`src/rtl/up_bus_pkg.sv`:
```
`default_nettype none
// ============================================================================
// Module   : up_bus_pkg
// Brief    : Shared types and constants for the up-bus initiator.
// Revision : 1.0 - initial release
// ============================================================================
package up_bus_pkg;

   // Transaction phases of the initiator
   typedef enum logic [1:0] {
      ST_IDLE = 2'd0,
      ST_REQ  = 2'd1,
      ST_WAIT = 2'd2,
      ST_RESP = 2'd3
   } up_state_t;

   // Read data returned when a transaction times out
   localparam logic [31:0] UP_TIMEOUT_DATA = 32'hdeadbeef;

   // Default up-bus address width
   localparam int UP_ADDR_W = 9;

endpackage
`default_nettype wire

```
`src/rtl/up_bus_satcnt.sv`:
```
`default_nettype none
// ============================================================================
// Module   : up_bus_satcnt
// Brief    : 16-bit event counter that sticks at all-ones.
// Revision : 1.0 - initial release
// ============================================================================
module up_bus_satcnt (
   input  logic        i_clk,
   input  logic        i_rst_n,
   input  logic        i_inc,
   output logic [15:0] o_count
);

   localparam logic [15:0] c_MAX = 16'hffff;

   logic [15:0] r_count;

   // Count one event per cycle, holding at the maximum once reached
   always_ff @(posedge i_clk or negedge i_rst_n) begin
      if (!i_rst_n) begin
         r_count <= '0;
      end else if (i_inc && (r_count != c_MAX)) begin
         r_count <= r_count + 16'd1;
      end
   end

   assign o_count = r_count;

endmodule
`default_nettype wire

```
`src/rtl/up_bus_master.sv`:
```
`default_nettype none
// ============================================================================
// Module   : up_bus_master
// Brief    : Up-bus initiator. Takes one command at a time, pulses the bus
//            request, waits for the matching ack or a timeout and returns a
//            response on a valid/ready port.
// Revision : 1.0 - initial release
// ============================================================================
module up_bus_master
   import up_bus_pkg::*;
#(
   parameter int unsigned TIMEOUT_CYCLES = 256,
   parameter int          ADDR_W         = UP_ADDR_W
) (
   input  logic              up_clk,
   input  logic              up_rstn,
   // command port
   input  logic              cmd_valid,
   output logic              cmd_ready,
   input  logic              cmd_write,
   input  logic [ADDR_W-1:0] cmd_addr,
   input  logic [31:0]       cmd_wdata,
   // response port
   output logic              rsp_valid,
   input  logic              rsp_ready,
   output logic              rsp_write,
   output logic [31:0]       rsp_rdata,
   output logic              rsp_err,
   // up-bus
   output logic              up_wreq,
   output logic [ADDR_W-1:0] up_waddr,
   output logic [31:0]       up_wdata,
   input  logic              up_wack,
   output logic              up_rreq,
   output logic [ADDR_W-1:0] up_raddr,
   input  logic [31:0]       up_rdata,
   input  logic              up_rack,
   // status
   output logic              busy,
   output logic [15:0]       timeout_count,
   output logic [15:0]       stray_ack_count
);

   // Value of the WAIT counter on the last cycle before giving up
   localparam logic [15:0] c_TMO_LAST = 16'(TIMEOUT_CYCLES - 1);

   up_state_t         r_state;
   logic              r_write;
   logic [15:0]       r_wait_cnt;
   logic              r_cmd_ready;
   logic              r_busy;
   logic              r_rsp_valid;
   logic              r_rsp_write;
   logic [31:0]       r_rsp_rdata;
   logic              r_rsp_err;
   logic              r_up_wreq;
   logic              r_up_rreq;
   logic [ADDR_W-1:0] r_up_waddr;
   logic [ADDR_W-1:0] r_up_raddr;
   logic [31:0]       r_up_wdata;

   logic              w_active;
   logic              w_match;
   logic              w_other;
   logic              w_timeout;
   logic              w_stray;
   logic [31:0]       w_ok_rdata;

   // Ack classification against the transaction in flight
   assign w_active   = (r_state == ST_REQ) || (r_state == ST_WAIT);
   assign w_match    = r_write ? up_wack : up_rack;
   assign w_other    = r_write ? up_rack : up_wack;
   assign w_timeout  = (r_state == ST_WAIT) && !w_match && (r_wait_cnt == c_TMO_LAST);
   // An ack with nobody waiting for it, or of the wrong kind, is stray
   assign w_stray    = w_active ? w_other : (up_wack | up_rack);
   assign w_ok_rdata = r_write ? 32'd0 : up_rdata;

   // Transaction sequencer with all bus and response outputs registered
   always_ff @(posedge up_clk or negedge up_rstn) begin
      if (!up_rstn) begin
         r_state     <= ST_IDLE;
         r_write     <= 1'b0;
         r_wait_cnt  <= '0;
         r_cmd_ready <= 1'b0;
         r_busy      <= 1'b0;
         r_rsp_valid <= 1'b0;
         r_rsp_write <= 1'b0;
         r_rsp_rdata <= '0;
         r_rsp_err   <= 1'b0;
         r_up_wreq   <= 1'b0;
         r_up_rreq   <= 1'b0;
         r_up_waddr  <= '0;
         r_up_raddr  <= '0;
         r_up_wdata  <= '0;
      end else begin
         // requests are single-cycle pulses
         r_up_wreq <= 1'b0;
         r_up_rreq <= 1'b0;
         case (r_state)
            ST_IDLE: begin
               r_cmd_ready <= 1'b1;
               if (cmd_valid && r_cmd_ready) begin
                  r_write     <= cmd_write;
                  r_up_waddr  <= cmd_addr;
                  r_up_raddr  <= cmd_addr;
                  r_up_wdata  <= cmd_wdata;
                  r_up_wreq   <= cmd_write;
                  r_up_rreq   <= ~cmd_write;
                  r_cmd_ready <= 1'b0;
                  r_busy      <= 1'b1;
                  r_state     <= ST_REQ;
               end
            end
            ST_REQ: begin
               r_wait_cnt <= '0;
               if (w_match) begin
                  // responder acked in the request cycle itself
                  r_rsp_valid <= 1'b1;
                  r_rsp_write <= r_write;
                  r_rsp_rdata <= w_ok_rdata;
                  r_rsp_err   <= 1'b0;
                  r_state     <= ST_RESP;
               end else begin
                  r_state <= ST_WAIT;
               end
            end
            ST_WAIT: begin
               if (w_match) begin
                  r_rsp_valid <= 1'b1;
                  r_rsp_write <= r_write;
                  r_rsp_rdata <= w_ok_rdata;
                  r_rsp_err   <= 1'b0;
                  r_state     <= ST_RESP;
               end else if (w_timeout) begin
                  r_rsp_valid <= 1'b1;
                  r_rsp_write <= r_write;
                  r_rsp_rdata <= UP_TIMEOUT_DATA;
                  r_rsp_err   <= 1'b1;
                  r_state     <= ST_RESP;
               end else begin
                  r_wait_cnt <= r_wait_cnt + 16'd1;
               end
            end
            ST_RESP: begin
               // response fields hold until the consumer takes them
               if (rsp_ready) begin
                  r_rsp_valid <= 1'b0;
                  r_busy      <= 1'b0;
                  r_cmd_ready <= 1'b1;
                  r_state     <= ST_IDLE;
               end
            end
            default: begin
               r_state <= ST_IDLE;
            end
         endcase
      end
   end

   up_bus_satcnt u_timeout_cnt (
      .i_clk   (up_clk),
      .i_rst_n (up_rstn),
      .i_inc   (w_timeout),
      .o_count (timeout_count)
   );

   up_bus_satcnt u_stray_cnt (
      .i_clk   (up_clk),
      .i_rst_n (up_rstn),
      .i_inc   (w_stray),
      .o_count (stray_ack_count)
   );

   assign cmd_ready = r_cmd_ready;
   assign busy      = r_busy;
   assign rsp_valid = r_rsp_valid;
   assign rsp_write = r_rsp_write;
   assign rsp_rdata = r_rsp_rdata;
   assign rsp_err   = r_rsp_err;
   assign up_wreq   = r_up_wreq;
   assign up_rreq   = r_up_rreq;
   assign up_waddr  = r_up_waddr;
   assign up_raddr  = r_up_raddr;
   assign up_wdata  = r_up_wdata;

endmodule
`default_nettype wire

```
`config.mk`:
```
export PLATFORM = sky130hd
export DESIGN_NAME = up_bus_master
export DESIGN_NICKNAME = d
export VERILOG_FILES = /design/src/rtl/up_bus_pkg.sv /design/src/rtl/up_bus_satcnt.sv /design/src/rtl/up_bus_master.sv
export SDC_FILE = /design/constraint.sdc
export NUM_CORES = 1
export LEC_CHECK = 0
export CAP_MARGIN = 20
export CORE_MARGIN = 4
export CORE_UTILIZATION = 49
export CTS_CLUSTER_DIAMETER = 60
export DETAILED_ROUTE_END_ITERATION = 8
export PLACE_DENSITY = 0.95
export SLEW_MARGIN = 0
export SYNTH_ARGS = -nofsm -noshare
export SYNTH_HDL_FRONTEND = slang
export SYNTH_SLANG_ARGS = --single-unit
```
`constraint.sdc`:
```
create_clock -name up_clk -period 4.4 [get_ports up_clk]
set_input_delay 0.66 -clock up_clk [delete_from_list [all_inputs] [get_ports up_clk]]
set_output_delay 0.66 -clock up_clk [all_outputs]
set_load 0.01 [all_outputs]
```
# Word-level counts from Yosys, hierarchy flattened
# Index checks and enable logic that the tools add are counted.
[word_totals]
register_bits = 131
input_bits = 80
out_inout_bits = 121
[classes]
n_addsub = 3
n_eq_ne = 12
bitwise_logic = 2
mux = 38
reduce_logical = 18
[ops]
columns = ["operator", "count"]
rows = [
  ["2-to-1 mux 32 bit", 4],
  ["case mux 32 bit (2 select lines)", 1],
  ["adder 16 x 1 -> 16 bit (second input constant)", 3],
  ["2-to-1 mux 16 bit", 2],
  ["inequality test 16 bit (second input constant)", 2],
  ["case mux 16 bit (2 select lines)", 1],
  ["2-to-1 mux 1 bit", 20],
  ["equality test 16 x 8 -> 1 bit (second input constant)", 1],
  ["AND reduction 3 bit", 4],
  ["inequality test 2 bit (second input constant)", 5],
  ["2-to-1 mux 2 bit", 4],
  ["case mux 1 bit (2 select lines)", 4],
  ["case mux 2 bit (4 select lines)", 1],
  ["logical AND 1 bit", 5],
  ["equality test 2 bit (second input constant)", 2],
  ["AND reduction 2 bit", 2],
  ["AND reduction 4 bit", 1],
  ["nonzero test 2 bit", 2],
  ["inequality test 3 x 2 -> 1 bit (second input constant)", 1],
  ["case mux 1 bit (3 select lines)", 1],
  ["nonzero test 3 bit", 1],
  ["equality test 2 x 1 -> 1 bit (second input constant)", 1],
  ["logical NOT 2 bit", 1],
  ["logical NOT 1 bit", 1],
  ["other kinds (3)", 3],
]

# Depth between registers and ports, before layout
[depth]
word_depth = 7
mapped_depth = 10
mapped_depth_nobuf = 7

# Cells and area by module
# Synthesis repeated with hierarchy kept, for this count alone.
[unflattened]
hier_cells = 577
hier_area_um2 = 6115.9
[modules_own_cells]
columns = ["mod", "cells_per_inst", "area_each_um2", "seq_area_each_um2", "instances"]
rows = [
  ["up_bus_master", 433, 4396.7, 2477.4, 1],
  ["up_bus_satcnt", 72, 859.6, 400.4, 2],
]

# Worst setup path after synthesis
# Ideal clock, no wire load.
[synth_timing]
path_kind = "input -> register"
start = "input up_wack"
end = "register r_wait_cnt[13]"
t_arrival_ps = 2041
n_path_buf = 1
required_time_ps = 4322
setup_ps = 78
path_slack_ps = 2281
path_stages = 5
path_cell_list = "mux2_2 -> or4_1 -> clkbuf_1 -> or3_1 -> a21oi_1"
[synth_between]
elab_chain_len = 6
[synth_rtl]
columns = ["element", "line_no", "rtl"]
rows = [
  ["start: declaration", "up_bus_master.sv:33", "input logic up_wack,"],
  ["2-to-1 mux 1 bit *", "up_bus_master.sv:71", "assign w_match = r_write ? up_wack : up_rack;"],
  ["logical NOT 1 bit", "up_bus_master.sv:73", "assign w_timeout = (r_state == ST_WAIT) && !w_match && (r_wait_cnt == c_TMO_LAST);"],
  ["logical AND 1 bit (2 in a row)", "up_bus_master.sv:73", ""],
  ["inequality test 2 bit (no line)", "--", ""],
  ["AND reduction 3 bit (no line) *", "--", ""],
  ["end signal: assignment", "up_bus_master.sv:141", "r_wait_cnt <= r_wait_cnt + 16'd1;"],
  ["end: declaration", "up_bus_master.sv:49", "logic [15:0] r_wait_cnt;"],
]
# Mark *: on every way between the ends. The rest lies on a longest branch, timed or not.
# A chain may end at the register's enable or synchronous reset.

# Worst setup path after layout
[layout_timing]
start = "input up_wack"
end = "register r_rsp_rdata[26] (netlist: rsp_rdata[26])"
[layout_between]
elab_chain_len = 6
[layout_rtl]
columns = ["element", "line_no", "rtl"]
rows = [
  ["2-to-1 mux 1 bit *", "up_bus_master.sv:71", ""],
  ["logical NOT 1 bit", "up_bus_master.sv:73", ""],
  ["logical AND 1 bit (2 in a row)", "up_bus_master.sv:73", ""],
  ["inequality test 3 x 2 -> 1 bit (no line)", "--", ""],
  ["AND reduction 3 bit (no line)", "--", ""],
  ["end signal: assignment", "up_bus_master.sv:120", "r_rsp_rdata <= w_ok_rdata;"],
  ["end signal: assignment", "up_bus_master.sv:131", "r_rsp_rdata <= w_ok_rdata;"],
  ["end: declaration", "up_bus_master.sv:54", "logic [31:0] r_rsp_rdata;"],
]
# Marked as above.

==> results.ini <==
[critical_path]
worst_ep_arrival_time_ns=3.14
crit_type=input port to register
cp.required_ns=4.67
endpoint_kind=register
crit_path_start_kind=input port
r2r_cells=5
path_max_fanout=25
r2r_slack_ns=1.75
reg2reg_to=rsp_rdata[26]$_DFFE_PN0P_
worstReg2RegStart=r_state[0]$_DFFE_PN0P_

[synthesis]
netlist.area_leader.share_pct=55.7
synth-edff-count=0
syn_inst=611
synth_seq_area_share_pct=55.7
ys.warnings.count=0
async_reset_ff_share_pct=100
ys.flop_type=dfrtp_1
synth_area_per_cell_um2=9.63
synth_top_cells_by_area=dfrtp_1, nand2_1, xor2_1
yosysTopAreaCell=dfrtp_1
synth-seq-cells=131
syn-num-nets=699
syn-cell-area_um2=5890
ys_types=50

[floorplanning]
coreArea_um2=11600
die_area_um2=13800
ios=201
die_y_um=118
die_w_um=118
start_util_pct=50.9
row_count=39

[cells_and_area]
layout_commonest_cell=clkdlybuf4s50_1
layout_common_cells=clkdlybuf4s50_1, nand2_1, dfrtp_1
fin_cells=958
area_delta_synth_final_pct=44.7
drive_above_1_share_pct=5.77
diodes=0
fillers=776
fin_nets=891
final_util_pct=73.6

[clock_network]
cts_buffer_depth=2
cts_tree=built
ctsResizeCount=0
clock_tree.root_cell=clkbuf_16
ctsHoldBuffers=0
numCtsBuffers=17
clock_sinks=131
path_clk_slew_ns=0.05
clk_latency_ns=0.42
htreeDepth=4
postCtsSetupRepairBufs=0

[global_routing]
grt_pass1_wl_mm=26.2
grt_pass1_vias=5102
grt_usage_pct=23.5
grt_max_degree=79
overflow=0
antenna_found_initial=0

[drt]
vias_per_cell=5.41
via_count=5186
routedWlPerCell_um=16.8
wirelength_mm=16.1
ant_nets=0
drtIter0Drc=554
drc=0
firstDrtPassIters=5

[sta]
worst_slew_pin_slew_ns=0.962
max_freq_mhz=349
fin_ws_ns=1.53
max-slew-margin-rel_pct=35.7
slew_violations=0
fin_skew_ns=0.0110
fin_crit_sh_pct=65.2
rsz0062_at_grt=false
final-hold-violation-count=0
period_needed_ns=2.87
setup-violations-final=0
fin_setup_tns_ns=0

[outcome]
status=completed

[power_and_ir_drop]
peakVddDrop_mv=0.363
p_per_area_nw_per_um2=619
power.leakage_uw=0.00397

[place]
place_ws_ns=1.23
placed_cells=926
dp_hpwl_mm=11.2
gp_congestion=0.798
port_buffers=200

[flow_run]
drv_cap=0

[worst_hold_path]
worstHoldPathType=input port to async pin

worst max-delay path: stages:
cell and delay [ns]:
clkdlybuf4s50_1 0.45, mux2i_1 0.40, and4_1 0.44, nand3_1 0.75
o311ai_0 0.44
sequential cells by signal, indices dropped and copies added (netlist names):
register               count
up_raddr                   9
up_wdata                  32
rsp_valid                  1
busy                       1
r_wait_cnt                16
rsp_write                  1
r_write                    1
r_state                    2
rsp_err                    1
u_timeout_cnt.o_count     16
up_rreq                    1
u_stray_cnt.o_count       16
cmd_ready                  1
up_wreq                    1
rsp_rdata                 32
per-layer routing:
metal	track usage (%)	routed length (um)
met1	27.8	6250
met2	40.9	8350
met3	6.39	1040
met4	8.57	428
met5	0	0
logic make-up after synthesis:
group | synth area share, %
AO/OA/AOI/OAI | 8.35
flip-flops | 55.7
AND/OR/NAND/NOR | 22.5
adder cells (fa/ha/maj) | 1.70
XOR/XNOR | 5.21
buffers and inverters | 5.25
multiplexers | 1.28
worst max path at each step:
stage,slack (ns),start,cells after the start,endpoint
6_report,1.53,up_wack,5,rsp_rdata[26]$_DFFE_PN0P_
5_1_grt,1.40,up_wack,5,rsp_rdata[27]$_DFFE_PN0P_
3_3_place_gp,1.35,up_wack,5,rsp_rdata[21]$_DFFE_PN0P_
2_1_floorplan,2.28,up_wack,5,r_wait_cnt[13]$_DFFE_PN0P_
4_1_cts,1.64,up_wack,5,rsp_rdata[27]$_DFFE_PN0P_
3_5_place_dp,1.23,up_wack,5,rsp_rdata[27]$_DFFE_PN0P_
layout make-up:
cell class	count	area [um^2]	area share, %
Multi-Input combinational cell	414	2310	27.1
Clock buffer	26	499	5.86
Clock inverter	5	50.0	0.588
Sequential cell	131	3280	38.5
Tap cell	143	179	2.10
Timing Repair Buffer	207	2080	24.5
Inverter	32	120	1.41
power breakdown:
group | leakage, uW | switching, uW | internal (uW) | total [uW]
combinational | 0.00200 | 1050 | 1060 | 2110
sequential | 0.00169 | 259 | 1590 | 1850
clock | 0.000274 | 483 | 829 | 1310
synthesized netlist by cell type, types with 3 or more instances:
cell type  instances
mux2i_1            3
nand3_1           16
and3_1             8
buf_6              3
buf_4              9
buf_2              3
and4_1             3
o21ai_0           15
nand2_1          193
o311ai_0          15
clkbuf_1          18
nor3_1            11
mux2_2             4
ha_1               8
o311ai_1           9
nor2_1            31
xnor2_1           16
xor2_1            19
inv_1             32
and2_1             5
a21oi_1            7
dfrtp_1          131
o211ai_1           4
nand4_1           17
metrics by stage:
stage | hold WS [ns] | area, um^2 | total power [uW]
after floorplan | 0.364 | 5890 | 2900
after global placement | 0.457 | 7940 | 3860
after detailed placement | 0.462 | 7940 | 3960
after CTS | 0.443 | 8490 | 5310
after global routing | 0.0445 | 8520 | 5580
final | 0.0593 | 8520 | 5270
(Power assumes the default switching activity.)
==> patch 1, RTL diff (config.mk and constraints unchanged) <==
Make the reset (`i_rst_n` and `up_rstn`) synchronous in 2 clocked blocks.
--- a/src/rtl/up_bus_satcnt.sv
+++ b/src/rtl/up_bus_satcnt.sv
@@ -16,7 +16,7 @@
    logic [15:0] r_count;
 
    // Count one event per cycle, holding at the maximum once reached
-   always_ff @(posedge i_clk or negedge i_rst_n) begin
+   always_ff @(posedge i_clk) begin
       if (!i_rst_n) begin
          r_count <= '0;
       end else if (i_inc && (r_count != c_MAX)) begin
--- a/src/rtl/up_bus_master.sv
+++ b/src/rtl/up_bus_master.sv
@@ -76,7 +76,7 @@
    assign w_ok_rdata = r_write ? 32'd0 : up_rdata;
 
    // Transaction sequencer with all bus and response outputs registered
-   always_ff @(posedge up_clk or negedge up_rstn) begin
+   always_ff @(posedge up_clk) begin
       if (!up_rstn) begin
          r_state     <= ST_IDLE;
          r_write     <= 1'b0;
Check against the original RTL: differs if up_rstn is asserted again (counterexample within 4 cycles, from zero or initial values and one cycle with up_rstn low); with up_rstn held inactive, the same outputs for 10 cycles.
==> patch 1 against the unedited design <==
Global-route usage increased by 1.4 points. Sequential cell count unchanged. Area after synthesis decreased by 3.0%. Power decreased by 19%. Via count increased by 8.1%. Cell area decreased by 2.4%. Worst setup slack improved by 130 ps. Wire length increased by 4.4%.
==> patch 1: results (changes against the unedited design) <==
[place]
placed_area_um2 = 7730  ; was 7940 µm²
gp_congestion = 0.8208  ; was 0.7983
hpwl_um = 11100  ; was 11180 µm
dp_slack_ps = 1245  ; was 1235 ps

[worst_setup_path]
r2r_cells = 8  ; was 5
slowest_delay_ps = 660  ; was 750 ps
worstPathMaxFanout = 20  ; was 25
worstPathArrival_ps = 3080  ; was 3140 ps
crit_slowest_cell = nor3_1  ; was nand3_1

[route]
drc = 0  ; unchanged
num_vias = 5608  ; was 5186
drtIter0Drc = 449  ; was 554
wl_per_cell_um = 16.31  ; was 16.77 µm

[hold_path]
hold_path_class = reg -> reg  ; was in -> async
worstHoldPathCells = 2

[synthesis]
synth_top_family_by_area = simple AND/OR/NAND/NOR gates  ; unchanged
synth-async-reset-ratio_pct = 0  ; was 100.0%
synth_fa_ha_area_share_pct = 1.752  ; was 1.701%
synth_xor_area_share_pct = 4.907  ; was 5.208%
yosysUniqueCellTypes = 47  ; was 50
yosys-top-cells-area = dfxtp_1 (46%), nand2_1 (7.8%), nand3_1 (5.4%), a21oi_1 (4.6%), o21ai_1 (3.2%)  ; was dfrtp_1 (56%), nand2_1 (12%), xor2_1 (2.8%), xnor2_1 (2.4%), o311ai_0 (2.2%)
synth-compound-area-share_pct = 13.63  ; was 8.355%
synth_warnings = 0  ; unchanged
synth_fp_nets = 785  ; was 699
synth_ff_type = dfxtp_1  ; was dfrtp_1
yosys-mux-area-fraction_pct = 0.8762  ; was 1.276%
synth_common_cells = dfxtp_1 (131), nand2_1 (118), nand3_1 (62)  ; was nand2_1 (193), dfrtp_1 (131), inv_1 (32)
ys_seq_area_share_pct = 45.91  ; was 55.70%

[clock_network]
cts_setup_buffers = 0  ; unchanged
htreeDepth = 4  ; unchanged
clkLatencyLatePin_ps = 420  ; about the same
clock_path_buffers = 2  ; unchanged
cts_buffers = 17  ; unchanged
path_clk_slew_ps = 60

[timing]
slew_headroom_pct = 36.78  ; was 35.70%
skew_ps = 7.156  ; was 10.98 ps

[power_and_ir_drop]
p_leak_nw = 2.820  ; was 3.969 nW
irDropWorstVdd_uv = 392.4  ; was 363.0 µV

[final_layout]
drive_above_1_share_pct = 5.763  ; was 5.767%
layout.nets = 960  ; was 891
n_antenna_cell = 0  ; unchanged

[global_route]
grt_pass1_vias = 5431  ; was 5102
groute.layer.met2.usage_pct = 42.42  ; was 40.93%
grt.total_usage_pct = 24.82  ; was 23.45%
gr-usage-met1_pct = 26.61  ; was 27.82%
grt_antenna_before_repair = 0  ; unchanged
use_met3_pct = 11.23  ; was 6.391%
grt_pass1_wl_um = 26270  ; was 26190 µm
grt_max_degree = 77  ; was 79

[status]
status = finished, final reports clean  ; unchanged

## patch 1: cell types whose count changed after synthesis, moves of 25 or more
cell	delta
nand3_1	+46
dfxtp_1	+131
nand2_1	-75
a21oi_1	+46
dfrtp_1	-131
nor2b_1	+25
o21ai_1	+36
## patch 1: routing by layer
layer  part of all wire [%]  up-vias  wire, µm
li1                       -     2766         -
met5                      0        -         0
met1                     38     2589      6378
met3                    9.1       36      1525
met2                     50      217      8355
met4                    3.0        0       506
## patch 1: power breakdown
| part | switching (mW) | internal [mW] | total, mW |
|---|---|---|---|
| clock | 0.502 | 0.877 | 1.38 |
| combinational | 0.746 | 0.619 | 1.37 |
| sequential | 0.131 | 1.40 | 1.53 |
| total | 1.38 | 2.89 | 4.27 |
## patch 1: final timing paths
kind	slack (ps)	endpoint	from
setup reg to reg	1700	rsp_rdata[10]	r_write
setup / recovery	1660	rsp_rdata[8]	up_rack
hold / removal	450	up_wdata[25]	up_wdata[25]
hold reg to reg	450	up_wdata[25]	up_wdata[25]
## patch 1: area by class of cell
class,instances,area (µm²)
clock inverter,8,101.3
multi-input combinational,506,2841
inverter,8,30.03
timing repair buffer,208,2057
clock buffer,24,481.7
sequential,131,2623
fill,821,3105
tap,143,178.9
## patch 1: critical path: cells and delay by family
| kind | cells | cell delay [ps] |
|---|---|---|
| simple gates | 3 | 1190 |
| compound gates | 1 | 160 |
| buf+inv | 3 | 970 |
| mux | 1 | 90 |
## patch 1: metrics by stage
stage | cells | utilization [%]
after floorplan | 697 | -
after global placement | 996 | 67.70
after detailed placement | 996 | 67.70
after CTS | 1028 | 72.80
after global routing | 1028 | 72.80
final | 1028 | 72.80
==> patch 2, RTL diff (same flow settings) <==
Without the edit above. Change the package constant `UP_ADDR_W` from 9 to 8.
--- a/src/rtl/up_bus_pkg.sv
+++ b/src/rtl/up_bus_pkg.sv
@@ -18,7 +18,7 @@
    localparam logic [31:0] UP_TIMEOUT_DATA = 32'hdeadbeef;
 
    // Default up-bus address width
-   localparam int UP_ADDR_W = 9;
+   localparam int UP_ADDR_W = 8;
 
 endpackage
 `default_nettype wire
Interface: changed (resized cmd_addr, up_raddr and up_waddr); port bits go from 201 to 198. The function was not compared with the original's and may differ.
==> patch 2 against the unedited design <==
Wire length down 4.8%. Power grew 3.3%. Cell area about the same. Sequential cell count is 1 lower. Non-clock buffer count shrank 4. Clock power is 21% higher. Worst setup slack better by 130 ps. Via count shrank 3.7%. Fmax is 4.6% higher. Area after synthesis is 1.3% lower. Highest routed layer unchanged. Hold slack gained 200 ps.
==> patch 2: results (changes against the unedited design) <==
[status]
status = finished, final reports clean  ; unchanged

[timing]
drv_slew = 0  ; unchanged
skew_ps = 9.204  ; was 10.98 ps
slew_headroom_pct = 35.71  ; was 35.70%

[final_layout]
nFillCells = 769  ; was 776
layout.nets = 870  ; was 891
drive_above_1_share_pct = 7.035  ; was 5.767%

[global_route]
grt.total_usage_pct = 22.84  ; was 23.45%
grt_pass1_vias = 5104  ; was 5102
grt_pass1_wl_um = 24210  ; was 26190 µm
grt_max_degree = 48  ; was 79

[synthesis]
netlist_instances = 593  ; was 611
synth_fp_nets = 680  ; was 699
ys_seq_area_share_pct = 55.97  ; was 55.70%
yosys-top-cells-area = dfrtp_1 (56%), nand2_1 (12%), xnor2_1 (4.7%), o311ai_0 (2.1%), inv_1 (2.0%)  ; was dfrtp_1 (56%), nand2_1 (12%), xor2_1 (2.8%), xnor2_1 (2.4%), o311ai_0 (2.2%)
yosysUniqueCellTypes = 45  ; was 50
synth_common_cells = nand2_1 (187), dfrtp_1 (130), inv_1 (31), xnor2_1 (31), nor2_1 (24)  ; was nand2_1 (193), dfrtp_1 (131), inv_1 (32)

[clock_network]
cts_buffers = 17  ; unchanged
htreeDepth = 4  ; unchanged
clockRootBuffer = clkbuf_16  ; unchanged

[place]
dp.cells = 907  ; was 926
hpwl_um = 10960  ; was 11180 µm
gp_congestion = 0.8400  ; was 0.7983
io_buffers = 197  ; was 200
dp_slack_ps = 1263  ; was 1235 ps
placed_area_um2 = 7841  ; was 7940 µm²

[route]
wl_per_cell_um = 16.29  ; was 16.77 µm
dr.pass1.iters = 4  ; was 5
via_per_inst = 5.317  ; was 5.413
wirelength_um = 15300  ; was 16070 µm
drtIter0Drc = 375  ; was 554

[hold_path]
hold_path_class = in -> async  ; unchanged

[worst_setup_path]
worstPathMaxFanout = 12  ; was 25
worstPathArrival_ps = 3030  ; was 3140 ps

[power_and_ir_drop]
irDropWorstVdd_uv = 386.8  ; was 363.0 µV
p_leak_nw = 3.934  ; was 3.969 nW

## patch 2: per-layer routing
layer / global-route usage (%) / wire (µm)
met1: 26.62 / 6015
met5: 0 / 0
met4: 8.792 / 422
met3: 9.254 / 1364
met2: 37.92 / 7499
## patch 2: critical path: stages
cell and delay, ps:
clkdlybuf4s50_1 450, mux2i_2 380, nand2_1 280, nor3b_2 830, nand4_1 250, xnor2_1 180
## patch 2: cell families after synthesis
group           share of synthesized area (%)
compound gates                          6.975
xor+xnor                                5.274
fa+ha+maj                               1.722
buf+inv                                 5.102
flops                                   55.97
mux                                     1.894
simple gates                            23.06
## patch 2: cell type report
type	count	area (µm²)	share of cell area (%)
multi-input cells	400	2278	26.77
repair buffers	203	2014	23.67
flip-flops and latches	130	3253	38.22
well taps	143	178.9	2.102
clock inverters	12	202.7	2.382
inverters	31	116.4	1.367
clock buffers	20	466.7	5.484
## patch 2: worst paths after layout
path	startpoint	end	slack, ps	depth (start not counted)
worst max-delay path	up_wack	u_timeout_cnt.o_count[15]	1660	6
worst min-delay path	up_rstn	rsp_rdata[14]	260	1
worst max register to register	r_wait_cnt[0]	u_timeout_cnt.o_count[15]	1850	6
worst min register to register	up_wdata[5]	up_wdata[5]	470	2
max in group asynchronous	up_rstn	cmd_ready	3150	2
min in group up_clk	up_wdata[5]	up_wdata[5]	470	2
## patch 2: where the power goes
part	internal (mW)	switching (mW)
Sequential	1.57	0.259
Clock	1.05	0.522
Combinational	1.03	1.01
